`src/rtl/ecd_addr_gen_mlane.sv`:
```
// ecd_addr_gen_mlane
// Multi-lane rearrange address generator. On start it walks the rotation
// group ROTATE_BASE^k mod 2N for k = 0..N/2-1 and emits LANES consecutive
// elements per beat as (slot address, real/imag select) pairs.
//
// Output handshake: a beat transfers on a rising edge where out_vld and
// out_rdy are both high. While out_vld is high and out_rdy is low the beat
// (out_addr, out_im, out_last) holds stable and the generator does not
// advance. out_vld never drops without a transfer except on reset.
module ecd_addr_gen_mlane #(
    parameter int POLY_POWER  = 8192,
    parameter int ROTATE_BASE = 3,
    parameter int LANES       = 2,
    parameter int ADDR_WIDTH  = $clog2(POLY_POWER / 2)
) (
    input  logic                        clk,
    input  logic                        rst,
    input  logic                        start,
    input  logic                        conj,
    output logic                        busy,
    output logic                        done,
    output logic                        out_vld,
    input  logic                        out_rdy,
    output logic [LANES*ADDR_WIDTH-1:0] out_addr,
    output logic [LANES-1:0]            out_im,
    output logic                        out_last,
    output logic [1:0]                  dbg_state
);

    // Width of a residue mod 2N, and number of beats per sequence.
    localparam int MOD_W     = $clog2(2 * POLY_POWER);
    localparam int NUM_BEATS = POLY_POWER / (2 * LANES);
    localparam int CNT_W     = $clog2(NUM_BEATS) + 1;

    // ROTATE_BASE^k mod 2N; 2N is a power of two so truncation is the modulo.
    function automatic logic [MOD_W-1:0] base_pow(input int k);
        logic [MOD_W-1:0] r;
        logic [MOD_W-1:0] b;
        b = MOD_W'(ROTATE_BASE);
        r = MOD_W'(1);
        for (int j = 0; j < k; j++) begin
            r = r * b;
        end
        return r;
    endfunction

    localparam logic [MOD_W-1:0] C_STEP = base_pow(LANES);

    typedef enum logic [1:0] {
        IDLE = 2'd0,
        RUN  = 2'd1,
        FIN  = 2'd2
    } state_t;

    state_t                      state_q, state_d;
    logic [MOD_W-1:0]            pow_q, pow_d;
    logic [CNT_W-1:0]            cnt_q, cnt_d;
    logic                        conj_q, conj_d;
    logic                        busy_q, busy_d;
    logic                        done_q, done_d;
    logic                        vld_q, vld_d;
    logic [LANES*ADDR_WIDTH-1:0] addr_q, addr_d;
    logic [LANES-1:0]            im_q, im_d;
    logic                        last_q, last_d;

    logic [MOD_W-1:0]            pow_sel;
    logic                        conj_sel;
    logic [LANES*ADDR_WIDTH-1:0] lane_addr;
    logic [LANES-1:0]            lane_im;

    // The first beat is built in IDLE from pow=1 and the live conj input so it
    // is valid in the cycle right after start is accepted.
    always_comb begin
        pow_sel  = (state_q == IDLE) ? MOD_W'(1) : pow_q;
        conj_sel = (state_q == IDLE) ? conj : conj_q;
    end

    // Per-lane element: p = pow * ROTATE_BASE^i, t = (p-1)>>1 (p is odd, so
    // this is p without its LSB). Upper half of t folds back as N-1-t, which is
    // the bitwise complement of t's low ADDR_WIDTH bits.
    for (genvar gi = 0; gi < LANES; gi++) begin : g_lane
        localparam logic [MOD_W-1:0] LANE_C = base_pow(gi);
        logic [MOD_W-1:0]  p;
        logic [ADDR_WIDTH:0] t;
        assign p = pow_sel * LANE_C;
        assign t = p[MOD_W-1:1];
        assign lane_addr[gi*ADDR_WIDTH +: ADDR_WIDTH] =
            t[ADDR_WIDTH] ? ~t[ADDR_WIDTH-1:0] : t[ADDR_WIDTH-1:0];
        assign lane_im[gi] = ~t[ADDR_WIDTH] ^ conj_sel;
    end

    // Next-state logic for the sequencer and the output beat register.
    always_comb begin
        state_d = state_q;
        pow_d   = pow_q;
        cnt_d   = cnt_q;
        conj_d  = conj_q;
        busy_d  = busy_q;
        done_d  = 1'b0;
        vld_d   = vld_q;
        addr_d  = addr_q;
        im_d    = im_q;
        last_d  = last_q;
        case (state_q)
            IDLE: begin
                if (start) begin
                    state_d = RUN;
                    conj_d  = conj;
                    busy_d  = 1'b1;
                    vld_d   = 1'b1;
                    addr_d  = lane_addr;
                    im_d    = lane_im;
                    last_d  = (NUM_BEATS == 1);
                    pow_d   = C_STEP;
                    cnt_d   = CNT_W'(1);
                end
            end
            RUN: begin
                if (vld_q && last_q) begin
                    if (out_rdy) begin
                        state_d = FIN;
                        vld_d   = 1'b0;
                        last_d  = 1'b0;
                        busy_d  = 1'b0;
                        done_d  = 1'b1;
                    end
                end else if (!vld_q || out_rdy) begin
                    vld_d  = 1'b1;
                    addr_d = lane_addr;
                    im_d   = lane_im;
                    last_d = (cnt_q == CNT_W'(NUM_BEATS - 1));
                    pow_d  = pow_q * C_STEP;
                    cnt_d  = cnt_q + CNT_W'(1);
                end
            end
            FIN: begin
                state_d = IDLE;
            end
            default: begin
                state_d = IDLE;
            end
        endcase
    end

    // State and output registers with synchronous reset.
    always_ff @(posedge clk) begin
        if (rst) begin
            state_q <= IDLE;
            pow_q   <= MOD_W'(1);
            cnt_q   <= '0;
            conj_q  <= 1'b0;
            busy_q  <= 1'b0;
            done_q  <= 1'b0;
            vld_q   <= 1'b0;
            addr_q  <= '0;
            im_q    <= '0;
            last_q  <= 1'b0;
        end else begin
            state_q <= state_d;
            pow_q   <= pow_d;
            cnt_q   <= cnt_d;
            conj_q  <= conj_d;
            busy_q  <= busy_d;
            done_q  <= done_d;
            vld_q   <= vld_d;
            addr_q  <= addr_d;
            im_q    <= im_d;
            last_q  <= last_d;
        end
    end

    assign busy      = busy_q;
    assign done      = done_q;
    assign out_vld   = vld_q;
    assign out_addr  = addr_q;
    assign out_im    = im_q;
    assign out_last  = last_q;
    assign dbg_state = state_q;

endmodule
```
`config.mk`:
```
export PLATFORM = sky130hd
export DESIGN_NAME = ecd_addr_gen_mlane
export DESIGN_NICKNAME = d
export VERILOG_FILES = /design/src/rtl/ecd_addr_gen_mlane.sv
export SDC_FILE = /design/constraint.sdc
export NUM_CORES = 1
export LEC_CHECK = 0
export ABC_AREA = 1
export BUFFER_PORTS_ARGS = -buffer_cell sky130_fd_sc_hd__buf_4
export CORE_MARGIN = 2
export CORE_UTILIZATION = 45
export DETAILED_ROUTE_END_ITERATION = 12
export GPL_TIMING_DRIVEN = 0
export PLACE_DENSITY = 0.66
export SETUP_SLACK_MARGIN = 0.2
export SYNTH_ARGS = -nofsm -noshare
export SYNTH_HDL_FRONTEND = slang
export SYNTH_SLANG_ARGS = --single-unit
```
`constraint.sdc`:
```
create_clock -name clk -period 5 [get_ports clk]
set_input_delay 0.5 -clock clk [delete_from_list [all_inputs] [get_ports clk]]
set_output_delay 0.5 -clock clk [all_outputs]
set_load 0.02 [all_outputs]
```
==> summary by stage <==
Timing
The worst path needs 2520 ps of the cycle, external delays included. Setup repair after global routing left no endpoint under its margin. The number of hold-slack violations in the final timing report is 0. Timing would allow up to 396 MHz. Setup violations remaining at the end of the flow were counted as 0. The number of max-slew violations in the final report is 0. The total negative setup slack is 0 ps. Between clock sinks in the finished design, the worst skew comes to 10.0 ps. The final critical path takes up 50.5% of the cycle. Headroom to the max-slew limit came out at 60.2%. For the pin with the worst max-slew slack, the measured transition is 597 ps.

Synth
The library cell with the largest summed area after synthesis is sky130_fd_sc_hd__dfxtp_1. The number of enable-type register cells in the synthesized netlist is 0. In the synthesized netlist, the cells that appear most often are sky130_fd_sc_hd__nand2_1 (125), sky130_fd_sc_hd__inv_1 (76), sky130_fd_sc_hd__dfxtp_1 (56). The part of the Yosys area used for sequential elements is 29.9%.

Of the post-synthesis cell area, the dominant cell type holds 29.9%. The count of yosys warnings during synthesis is 0. The cell area after technology mapping is 3750 um2. The share of flip-flops with an asynchronous set or reset after synthesis is 0%. The netlist uses 35 different library cells.

Ranked by total cell area, the synthesized netlist is headed by sky130_fd_sc_hd__dfxtp_1 (30%), sky130_fd_sc_hd__nand2_1 (13%), sky130_fd_sc_hd__inv_1 (7.6%). After synthesis, the mean cell area works out to 6.79 um2. The count of mapped cells out of synthesis is 553. In the synthesized netlist the dominant register cell turns out to be sky130_fd_sc_hd__dfxtp_1. In this run, synthesis produced a sequential element count of 56. The dominant cell by count in the synthesized netlist is sky130_fd_sc_hd__nand2_1.

Final layout
The footprint of the flip-flops and latches is 1120 um2. The filler cell count is 776. The repair_antennas step left the layout with diodes totalling 0. Of the cells placed in the final design, the portion with a size suffix greater than 1 is 18.4%. The total number of nets in the final design is 623.

Relative to the synthesized area, the layout overhead comes to 13.7%. The combined area of the multi-input logic cells is 2190 um2.

CTS
The clock latency at the later pin of the worst-skew pair is 330 ps. The H-tree was split into 2 levels. Once the clock tree was built, the resizer swapped 0 gates to a different size. The clock passes through at most 2 buffers. The number of clock buffers inserted by TritonCTS is 5. The number of hold-repair buffers added at the cts stage is 0. Clock-pin slew was measured on the worst setup and hold paths at 110 ps. In this run the post-CTS setup repair buffer count came out at 0. TritonCTS built the clock tree. The clock drives 56 sinks. The buffer cell driving the clock tree root is sky130_fd_sc_hd__clkbuf_8.

Pwr
The worst IR drop on VDD is 131 uV. The fraction of power consumed by sequential logic is 46.0%. After layout, the design draws a total of 1.08 mW.

The share of total power consumed by net switching is 33.0%. The static power due to leakage is 2.04 nW. The power share of the clock group is 29.8%.

In this run the power spent charging and discharging nets is 0.355 mW. The internal power component is 0.721 mW. The combinational fraction of design power is 24.2%. The total power density per cell area is 252 nW/um2.

GRT
The first global-routing pass estimated 15.1 mm of wire. The via count of the first global-routing pass was 3269. The total congestion overflow is 0. The met1 demand-to-capacity share in global routing is 27.4%. The global-route track usage on met2 is 34.5%. The pin count of the biggest net entering global routing is 19.

Across every metal layer, demand over resource in global routing totals 21.0%. The initial antenna violation count is 0. In this run the most used layer during global routing was met2. The global routing usage on met3 is 2.85%.

Critical path
The register-to-register setup slack is 2480 ps. The endpoint of the worst register-to-register path is out_im[1]$_SDFFE_PP0P_. The maximum net fanout on the critical path is 10.

Traced cell by cell, the critical path runs through nor2_2 > nor2_1 > ha_1 > nand2_1 > inv_1 > a21oi_1 > nand3_2 > nand2_2 > nand2_4 > buf_12 > nand2_2 > nand3_1 > nand2_1 > inv_1. The kind of end point of the critical path is a flip-flop. The startpoint of the lowest-slack register-to-register path is dbg_state[0]$_SDFFE_PP0P_. Grouping stages by cell kind, the critical path spends the most delay in simple AND/OR/NAND/NOR gates.

The class of the most critical setup path is reg2reg. The data required time at the worst endpoint is 5230 ps. Among all stages on the critical path, the largest delay is contributed by sky130_fd_sc_hd__dfxtp_1.

The largest single stage delay on the critical path is 380 ps. Together, buffers and inverters on the worst path number 3. The startpoint type of the worst setup path is a flip-flop. Data on the critical path arrives at its endpoint at 2760 ps. The depth of the worst register-to-register path is 14.

Die
The initial cell density of the core is 46.1%. For this design the top-level I/O count stands at 37. The die covers 9090 um2. The placeable core region is 8130 um2.

The vertical die dimension is 95.3 um. In this run the core area contains 33 standard-cell rows. In this run the horizontal extent of the chip is 95.3 um.

Placement
The count of input and output buffers is 35. Routability-driven placement finished with a final weighted congestion of 0.911. Once detailed placement completed, the half-perimeter wirelength came to 6.90 mm.

Drt
The starting DRC count in detailed routing is 142. For this run, the detailed router's first-pass iteration total came to 4. The number of design rule violations left after detail routing is 0.

The total wirelength of the detailed-routed design is 8.86 mm. The count of nets left with antenna violations once routing finished came out at 0. The detail-routed net length per standard cell is 12.6 um. The total via count in the routed design is 3525.

The ratio of routed vias to standard cells is 5.02.

Flow run
The number of max-capacitance violations reported is 0.

Worst hold path
The startpoint of the most critical hold path is conj. The count of cells along the worst hold path is 3. The sink of the worst hold path is conj_q$_SDFFE_PP0P_.

The worst hold-check path type is in2reg.

Outcome
The run finished with clean final reports.
[power by group through the flow]
stage / sequential (mW) / combinational (mW) / clock (mW)
floorplan: 0.524 / 0.162 / 0
global placement: 0.505 / 0.255 / 0
detailed placement: 0.506 / 0.259 / 0
CTS: 0.495 / 0.261 / 0.327
global route: 0.500 / 0.292 / 0.342
finish: 0.495 / 0.260 / 0.321
[cell usage in the layout, fill, tap and decap left out, types with 3 or more instances in the layout]
cell type                  Yosys  routed
sky130_fd_sc_hd__a31oi_1       5       5
sky130_fd_sc_hd__nand3_1      35      35
sky130_fd_sc_hd__inv_1        76      76
sky130_fd_sc_hd__nand2_1     125     125
sky130_fd_sc_hd__dfxtp_1      56      56
sky130_fd_sc_hd__nand2_4       3       3
sky130_fd_sc_hd__ha_1         22      22
sky130_fd_sc_hd__nand4_1       5       5
sky130_fd_sc_hd__nor2_1       31      31
sky130_fd_sc_hd__o211ai_1      5       5
sky130_fd_sc_hd__o21ai_1       5       5
sky130_fd_sc_hd__nand2_2      20      20
sky130_fd_sc_hd__clkbuf_1      8       8
sky130_fd_sc_hd__buf_2         6       6
sky130_fd_sc_hd__nor2_2        4       4
sky130_fd_sc_hd__clkbuf_8      0       5
sky130_fd_sc_hd__o21a_1       15      15
sky130_fd_sc_hd__a21oi_1      52      52
sky130_fd_sc_hd__nor3_1       11      11
sky130_fd_sc_hd__buf_4         2      37
sky130_fd_sc_hd__inv_2         7       7
sky130_fd_sc_hd__nand3_2      15      15
sky130_fd_sc_hd__o21ai_0      24      24
sky130_fd_sc_hd__xor2_1        4       4
[sequential cells by signal, summed over array words and instances, names as in the netlist]
name	flops
out_addr	23
cnt_q	12
pow_q	12
dbg_state	2
out_im	2
busy	1
conj_q	1
done	1
out_last	1
out_vld	1
[worst max path at each step]
stage / start / end / slack (ps) / depth (start not counted)
floorplan: dbg_state[1]$_SDFFE_PP0P_ / out_addr[17]$_SDFFE_PP0P_ / 2740 / 14
global placement: dbg_state[1]$_SDFFE_PP0P_ / out_addr[16]$_SDFFE_PP0P_ / 2510 / 14
detailed placement: dbg_state[0]$_SDFFE_PP0P_ / out_im[1]$_SDFFE_PP0P_ / 2480 / 14
CTS: dbg_state[0]$_SDFFE_PP0P_ / out_im[1]$_SDFFE_PP0P_ / 2450 / 14
global route: dbg_state[0]$_SDFFE_PP0P_ / out_addr[12]$_SDFFE_PP0P_ / 2220 / 14
finish: dbg_state[0]$_SDFFE_PP0P_ / out_im[1]$_SDFFE_PP0P_ / 2480 / 14
[per-layer routing]
metal	vias to the layer above	share of wire (%)
met5	-	0
met4	0	3.0
met3	23	3.4
met2	63	47
met1	1563	47
li1	1876	-
[logic make-up (layout without fill, tap and decap cells)]
logic type	Yosys count	in the layout	share of synthesized area (%)
AND/OR/NAND/NOR	254	254	32.6
flip-flops	56	56	29.9
XOR/XNOR	6	6	1.40
adder cells (fa/ha/maj)	22	22	7.33
AO/OA/AOI/OAI	111	111	16.7
other	1	2	0.0999
buffers and inverters	103	146	12.0
[area by class of cell]
class	count	area share [%]
multi-input combinational	395	51.3
sequential	56	26.3
inverter	83	7.30
timing repair buffer	35	6.16
buffer	20	3.23
tap	105	3.08
clock buffer	5	1.61
clock inverter	3	1.09
[through the flow]
stage / hold slack [ps] / worst slack, ps / utilization [%] / cells / instance area (um2)
3_5_place_dp: 454 / 2480 / 51.0 / 694 / 4150
3_3_place_gp: 446 / 2510 / 51.0 / 694 / 4150
4_1_cts: 438 / 2450 / 52.5 / 702 / 4270
2_1_floorplan: 432 / 2740 / - / 554 / 3760
6_report: 443 / 2480 / 52.5 / 702 / 4270
5_1_grt: 444 / 2220 / 52.5 / 702 / 4270
[worst reg2reg max path, stage by stage (launching register included)]
cell                      delay [ps]
sky130_fd_sc_hd__dfxtp_1         380
sky130_fd_sc_hd__nor2_2          350
sky130_fd_sc_hd__nor2_1          150
sky130_fd_sc_hd__ha_1            380
sky130_fd_sc_hd__nand2_1         150
sky130_fd_sc_hd__inv_1            50
sky130_fd_sc_hd__a21oi_1         300
sky130_fd_sc_hd__nand3_2         130
sky130_fd_sc_hd__nand2_2         100
sky130_fd_sc_hd__nand2_4          70
sky130_fd_sc_hd__buf_12          150
sky130_fd_sc_hd__nand2_2          50
sky130_fd_sc_hd__nand3_1          70
sky130_fd_sc_hd__nand2_1          70
sky130_fd_sc_hd__inv_1            30
Note: power is estimated with default switching activity, not from simulation.
